--- src/rtl/param_frame_decoder.sv ---
// Framed serial parameter-write decoder: SYNC, IDX, DLO, DHI, CHK -> one-cycle load strobe.
// Optional ack byte transmitter enabled by defining PARAM_ACK_EN.
module param_frame_decoder #(
    parameter logic [7:0] SYNC_BYTE = 8'hA5,
    parameter int         TIMEOUT   = 50000,
    parameter int         MAX_INDEX = 18
) (
    input  logic        clk,
    input  logic        rst,
    input  logic [7:0]  rx_data,
    input  logic        rx_valid,
    output logic        get_param_st,
    output logic [7:0]  param_index,
    output logic [15:0] param_data,
    output logic        frame_err,
    output logic [7:0]  err_cnt,
    output logic        busy
`ifdef PARAM_ACK_EN
    ,
    output logic [7:0]  tx_data,
    output logic        tx_start,
    input  logic        tx_busy
`endif
);

    localparam logic [15:0] TIMEOUT_LOAD = 16'(TIMEOUT);
    localparam logic [7:0]  MAX_IDX      = 8'(MAX_INDEX);
    localparam logic [7:0]  ACK_ERR      = 8'hEE;

    typedef enum logic [2:0] {
        IDLE,
        GET_IDX,
        GET_DLO,
        GET_DHI,
        GET_CHK
    } state_t;

    state_t      state_reg, state_next;
    logic [7:0]  idx_reg, idx_next;
    logic [7:0]  dlo_reg, dlo_next;
    logic [7:0]  dhi_reg, dhi_next;
    logic [15:0] timer_reg, timer_next;
    logic [7:0]  chk_sum;
    logic        accept;
    logic        reject;

    assign chk_sum = idx_reg + dlo_reg + dhi_reg;

    always_ff @(posedge clk or posedge rst) begin
        if (rst) begin
            state_reg <= IDLE;
            idx_reg   <= 8'd0;
            dlo_reg   <= 8'd0;
            dhi_reg   <= 8'd0;
            timer_reg <= 16'd0;
        end else begin
            state_reg <= state_next;
            idx_reg   <= idx_next;
            dlo_reg   <= dlo_next;
            dhi_reg   <= dhi_next;
            timer_reg <= timer_next;
        end
    end

    always_comb begin
        state_next = state_reg;
        idx_next   = idx_reg;
        dlo_next   = dlo_reg;
        dhi_next   = dhi_reg;
        timer_next = timer_reg;
        accept     = 1'b0;
        reject     = 1'b0;
        if (state_reg == IDLE) begin
            timer_next = 16'd0;
            if (rx_valid && rx_data == SYNC_BYTE) begin
                state_next = GET_IDX;
                timer_next = TIMEOUT_LOAD;
            end
        end else if (rx_valid) begin
            // A byte always wins over a coinciding timer expiry.
            timer_next = TIMEOUT_LOAD;
            case (state_reg)
                GET_IDX: begin
                    idx_next   = rx_data;
                    state_next = GET_DLO;
                end
                GET_DLO: begin
                    dlo_next   = rx_data;
                    state_next = GET_DHI;
                end
                GET_DHI: begin
                    dhi_next   = rx_data;
                    state_next = GET_CHK;
                end
                GET_CHK: begin
                    state_next = IDLE;
                    timer_next = 16'd0;
                    if (rx_data == chk_sum && idx_reg <= MAX_IDX) begin
                        accept = 1'b1;
                    end else begin
                        reject = 1'b1;
                    end
                end
                default: begin
                    state_next = IDLE;
                    timer_next = 16'd0;
                end
            endcase
        end else if (timer_reg <= 16'd1) begin
            state_next = IDLE;
            timer_next = 16'd0;
            reject     = 1'b1;
        end else begin
            timer_next = timer_reg - 16'd1;
        end
    end

    always_ff @(posedge clk or posedge rst) begin
        if (rst) begin
            get_param_st <= 1'b0;
            param_index  <= 8'd0;
            param_data   <= 16'd0;
            frame_err    <= 1'b0;
            err_cnt      <= 8'd0;
            busy         <= 1'b0;
        end else begin
            get_param_st <= accept;
            frame_err    <= reject;
            busy         <= (state_next != IDLE);
            if (accept) begin
                param_index <= idx_reg;
                param_data  <= {dhi_reg, dlo_reg};
            end
            if (reject && err_cnt != 8'hFF) begin
                err_cnt <= err_cnt + 8'd1;
            end
        end
    end

`ifdef PARAM_ACK_EN
    logic       pend_reg;
    logic [7:0] pend_data_reg;

    assign tx_start = pend_reg & ~tx_busy;
    assign tx_data  = pend_data_reg;

    // A fresh outcome overwrites whatever ack is still waiting.
    always_ff @(posedge clk or posedge rst) begin
        if (rst) begin
            pend_reg      <= 1'b0;
            pend_data_reg <= 8'd0;
        end else if (accept) begin
            pend_reg      <= 1'b1;
            pend_data_reg <= idx_reg;
        end else if (reject) begin
            pend_reg      <= 1'b1;
            pend_data_reg <= ACK_ERR;
        end else if (tx_start) begin
            pend_reg <= 1'b0;
        end
    end
`endif

endmodule

--- config.mk ---
export PLATFORM = sky130hd
export DESIGN_NAME = param_frame_decoder
export DESIGN_NICKNAME = d
export VERILOG_FILES = /design/src/rtl/param_frame_decoder.sv
export SDC_FILE = /design/constraint.sdc
export NUM_CORES = 1
export LEC_CHECK = 0
export CAP_MARGIN = 0
export CORE_MARGIN = 1
export CORE_UTILIZATION = 45
export CTS_CLUSTER_SIZE = 10
export DETAILED_ROUTE_END_ITERATION = 10
export DONT_BUFFER_PORTS = 1
export PLACE_DENSITY = 0.57
export SLEW_MARGIN = 10
export SYNTH_ARGS = -nofsm -noshare
export SYNTH_HDL_FRONTEND = slang
export SYNTH_SLANG_ARGS = --single-unit
--- constraint.sdc ---
create_clock -name clk -period 4.2 [get_ports clk]
set_input_delay 0.63 -clock clk [delete_from_list [all_inputs] [get_ports clk]]
set_output_delay 0.63 -clock clk [all_outputs]
set_load 0.05 [all_outputs]
Word level (Yosys, flattened, before mapping):

Cells that the tools add are included.

* register bits after elaboration: 78
* input bits: 11
* word-level logic and storage cells: 53

* add/subtract/negate cells: 4
* $lt $le $gt $ge: 2
* equality and inequality tests: 7
* mux-type cells: 19
* bitwise gates (word level): 1
* reduce and logical (&&, ||, !) cells: 9

Operators by type and width (count)
* $mux 16: 5
* $add 8x8->8: 2
* $le 16x1->1 const B: 1
* $sub 16x1->16 const B: 1
* $mux 3: 4
* $mux 1: 9
* $pmux 3 s3: 1
* $reduce_and 3->1: 3
* $add 8x1->8 const B: 1
* $eq 8x8->1: 1
* $eq 8x8->1 const B: 1
* $le 8x5->1 const B: 1
* $ne 8x8->1 const B: 1
* $eq 3x2->1 const B: 2
* $eq 3x1->1 const B: 1
* $eq 3x3->1 const B: 1
* $logic_and 1x1->1: 3
* $logic_not 3->1: 1
* $reduce_bool 3->1: 1
* $reduce_or 3->1: 1
* $not 1->1: 1

Depth between registers and ports, before layout:

* depth after elaboration: 9
* mapped depth: 11
* gate-level depth less buffers: 10

Worst setup path after synthesis:

Ideal clock, no wire load.

* kind: register to register
* start: register idx_reg[1]
* end: register param_data[15]
* data arrival time: 3.155 ns
* required time: 4.075 ns
* setup slack: 0.920 ns
* stages on the path, launching flop included: 11
* cell sequence: dfrtp_1 -> fa_1 -> ha_1 -> fa_1 -> a21o_1 -> a21oi_1 -> xnor2_1 -> nand4_1 -> nor4_4 -> buf_6 -> mux2_2

* cells in the longest elaborated chain, start to end: 8
* elaborated cells between the ends (all ways): 9
* those cells by class: add/sub: 2; order compare: 1; eq/ne: 1; mux: 4; reduce/logical: 1

RTL lines
* start, declared: RTL line 39 `logic [7:0] idx_reg, idx_next;`
* start signal, assigned: RTL line 58 `idx_reg <= idx_next;`
* $add 8x8->8 (2 in series): RTL line 47 `assign chk_sum = idx_reg + dlo_reg + dhi_reg;`
* $eq 8x8->1: RTL line 98 `if (rx_data == chk_sum && idx_reg <= MAX_IDX) begin`
* $logic_and 1x1->1 *: RTL line 98
* $mux 1 *: RTL line 98
* $mux 1 *: RTL line 82 `case (state_reg)`
* $mux 1 *: RTL line 79 `end else if (rx_valid) begin`
* $mux 1 *: RTL line 73 `if (state_reg == IDLE) begin`
* end signal, assigned: RTL line 132 `param_data <= {dhi_reg, dlo_reg};`
* end, declared: RTL line 14 `output logic [15:0] param_data,`

Every way passes the cells marked *; elsewhere a longest branch is shown, timed or not.
A chain may end at the register's enable or synchronous reset.

Worst setup path after layout:

* start: register idx_reg[1]
* end: register err_cnt[1]

* cells in the longest elaborated chain, start to end: 9
* elaborated cells between the ends (all ways): 10
* those cells by class: add/sub: 2; order compare: 1; eq/ne: 1; mux: 4; reduce/logical: 2

RTL lines
* $add 8x8->8 (2 in series): RTL line 47
* $eq 8x8->1: RTL line 98
* $logic_and 1x1->1 *: RTL line 98
* $mux 1 *: RTL line 98
* $mux 1 *: RTL line 82
* $mux 1 *: RTL line 79
* $mux 1 *: RTL line 73
* $logic_and 1x1->1 *: RTL line 134 `if (reject && err_cnt != 8'hFF) begin`
* end signal, assigned: RTL line 135 `err_cnt <= err_cnt + 8'd1;`
* end, declared: RTL line 16 `output logic [7:0] err_cnt,`

Marked as above.

==> flow_metrics.env <==
export IMPL_outcome="complete, no violations"
export IMPL_crit_type="register to register"
export IMPL_die_h_um=92.7
export IMPL_max_freq_mhz=292
export IMPL_r2r_slack_ps=780
export IMPL_netlist_area_leader_share_pct=52.8
export IMPL_synth_most_common_cell="dfrtp_1"
export IMPL_multi_input_area_sq_mm=0.00170
export IMPL_layout_area_seq_sq_mm=0.00195
export IMPL_cp_slowest_stage_delay_ps=550
export IMPL_crit_family="adder cells"
export IMPL_slew_headroom_pct=25.7
export IMPL_place_congestion=0.777
export IMPL_ys_seq_area_share_pct=52.8
export IMPL_swShare_pct=26.6
export IMPL_io_pin_count=46
export IMPL_first_global_vias=2258
export IMPL_synthFlopType="dfrtp_1"
export IMPL_ys_types=42
export IMPL_power_frac_clock_pct=38.2
export IMPL_syn_area_per_cell_sq_um=13.0
export IMPL_grt_max_degree=45
export IMPL_final_area_sq_mm=0.00402
export IMPL_drive_gt1_share_pct=24.5
export IMPL_ys_ff_latch=78
export IMPL_fillers=710
export IMPL_clock_latency_ps=350
export IMPL_grt_overflow_total=0
export IMPL_grt_total_usage_pct=17.4
export IMPL_fin_tns_setup_ps=0
export IMPL_maxCapViolCount=0
export IMPL_power_frac_comb_pct=7.1
export IMPL_seqPwrFrac_pct=54.7
export IMPL_cts_tree="built"
export IMPL_synth_area_top_cells="dfrtp_1 (53%), mux2_2 (14%), xnor2_1 (6.2%)"
export IMPL_p_leak_uw=0.00206
export IMPL_n_antenna_cell=0
export IMPL_synth_nets=312
export IMPL_die_x_um=92.7
export IMPL_critical_path_buf_inv_count=0
export IMPL_setup_viol=0
export IMPL_ys_async_sr_fraction_pct=100
export IMPL_power_density_mw_per_mm2=379
export IMPL_cts_root_buf="clkbuf_8"
export IMPL_yosysTopAreaCell="dfrtp_1"
export IMPL_worst_pin_slew_ps=1110
export IMPL_drc=0
export IMPL_end_kind="register"
export IMPL_required_ps=4440
export IMPL_synth_common_cells="dfrtp_1 (78), mux2_2 (45), xnor2_1 (26)"
export IMPL_drv_slew=0
export IMPL_clk_path_buf_depth=2
export IMPL_start_util_pct=47.1
export IMPL_path_max_fanout=8
export IMPL_cp_start_kind="register"
export IMPL_grt_pass1_wl_mm=11.4
export IMPL_die_area_sq_mm=0.00859
export IMPL_cts_sinks=78
export IMPL_p_sw_uw=404
export IMPL_syn_area_sq_mm=0.00370
export IMPL_cts_buffers=9
export IMPL_reg2reg_depth=10
export IMPL_synth_edf_count=0
export IMPL_crit_chain="fa_1 -> ha_1 -> fa_1 -> a21o_1 -> a21oi_1 -> xnor2_1 -> nand4_1 -> or3_1 -> and2_4 -> mux2_4"
export IMPL_r2r_start="idx_reg[1]"
export IMPL_antenna_found_initial=0
export IMPL_hpwl_mm=4.61
export IMPL_ir_worst_vdd_mv=0.192
export IMPL_wire_per_inst_um=16.6
export IMPL_syn2layout_area_growth_pct=8.69
export IMPL_fin_nets=321
export IMPL_vias=2143
export IMPL_dpl_cell_area_sq_mm=0.00381
export IMPL_cts_setup_buffers=0
export IMPL_crit_arrival_ps=3660
export IMPL_worst_path_most_repeated_cell="fa_1"
export IMPL_dr_first_iter_drc_count=53
export IMPL_h_tree_depth=3
export IMPL_cp_slowest_cell="or3_1"
export IMPL_routed_wl_mm=6.66
export IMPL_final_antenna_net_count=0
export IMPL_synthCells=284
export IMPL_r2r_end="err_cnt[1]"
export IMPL_numPortBuffers=0
export IMPL_clock_skew_ps=14.0
export IMPL_period_minus_slack_ps=3420
export IMPL_internal_power_uw=1120
export IMPL_rsz0062_at_grt="false"
export IMPL_yosys_warnings=0
export IMPL_drtPass1Iterations=4
export IMPL_post_cts_resized=0
export IMPL_clkSlewWorstSetupHoldPaths_ps=90
export IMPL_core_area_sq_mm=0.00785
export IMPL_ctsHoldBuffers=0
export IMPL_via_per_inst=5.36
export IMPL_hold_class="input pin to async pin"
export IMPL_finalHoldViolCount=0
export IMPL_fp_row_count=32
export IMPL_period_share_pct=81.5
## per-stage QoR
stage	total power, uW	hold WS, ps	cells	utilization [%]	setup WS [ps]
after CTS	1540	219	400	51.2	760
final	1520	198	400	51.2	777
after global routing	1600	226	400	51.2	592
after floorplan	932	456	284	-	920
after global placement	956	486	384	48.6	848
after detailed placement	957	492	384	48.6	784
## how the worst max path moves through the flow
stage          slack [ps]             end  depth (start not counted)        from
2_1_floorplan         920  param_data[15]                         10  idx_reg[1]
3_3_place_gp          850      err_cnt[1]                         10  idx_reg[1]
3_5_place_dp          780      err_cnt[1]                         10  idx_reg[1]
4_1_cts               760  param_data[10]                         10  idx_reg[1]
5_1_grt               590  param_data[10]                         10  idx_reg[1]
6_report              780      err_cnt[1]                         10  idx_reg[1]
## final cells by class
| cell class | count | share of cell area, % |
|---|---|---|
| clock buffers | 10 | 3.42 |
| flip-flops and latches | 78 | 48.6 |
| clock inverters | 6 | 1.68 |
| multi-input cells | 197 | 42.2 |
| repair buffers | 3 | 0.560 |
| well taps | 102 | 3.17 |
| inverters | 4 | 0.405 |
## cells by family after synthesis
logic type	share of synthesized area [%]
muxes	14.4
DFF	52.8
buffers and inverters	1.35
AOI/OAI and AO/OA	4.80
adders and majority gates	7.37
xor gates and xnor gates	8.05
and+or+nand+nor	11.3
## layer usage
metal | GRT usage, % | up-vias | share of wire (%)
li1 | - | 1020 | -
met1 | 23.0 | 1080 | 46
met2 | 27.7 | 36 | 48
met3 | 5.34 | 7 | 4.7
met4 | 5.00 | 0 | 0.90
met5 | 0 | - | 0
## power by group through the flow
| stage | clock [uW] | combinational (uW) | sequential, uW |
|---|---|---|---|
| floorplan | 0 | 91.4 | 840 |
| global placement | 0 | 109 | 848 |
| detailed placement | 0 | 108 | 849 |
| CTS | 600 | 111 | 833 |
| global route | 637 | 123 | 836 |
| finish | 582 | 108 | 832 |
## layout by cell type (no fill, tap or decap), types with 3 or more instances in the layout
cell      instances
xnor2_1          26
dfrtp_1          78
fa_1              8
nand3_1           9
nand4_1           3
o21ai_0           8
or3_1             3
nor3_1            4
inv_1             3
a21oi_1           7
xor2_1            8
mux2_2           45
nand2_1          10
a211o_1           4
nor2b_1           5
nor2_1           20
ha_1              9
clkbuf_8         10
nor4_1            3
buf_4             3
(Power assumes the default switching activity.)
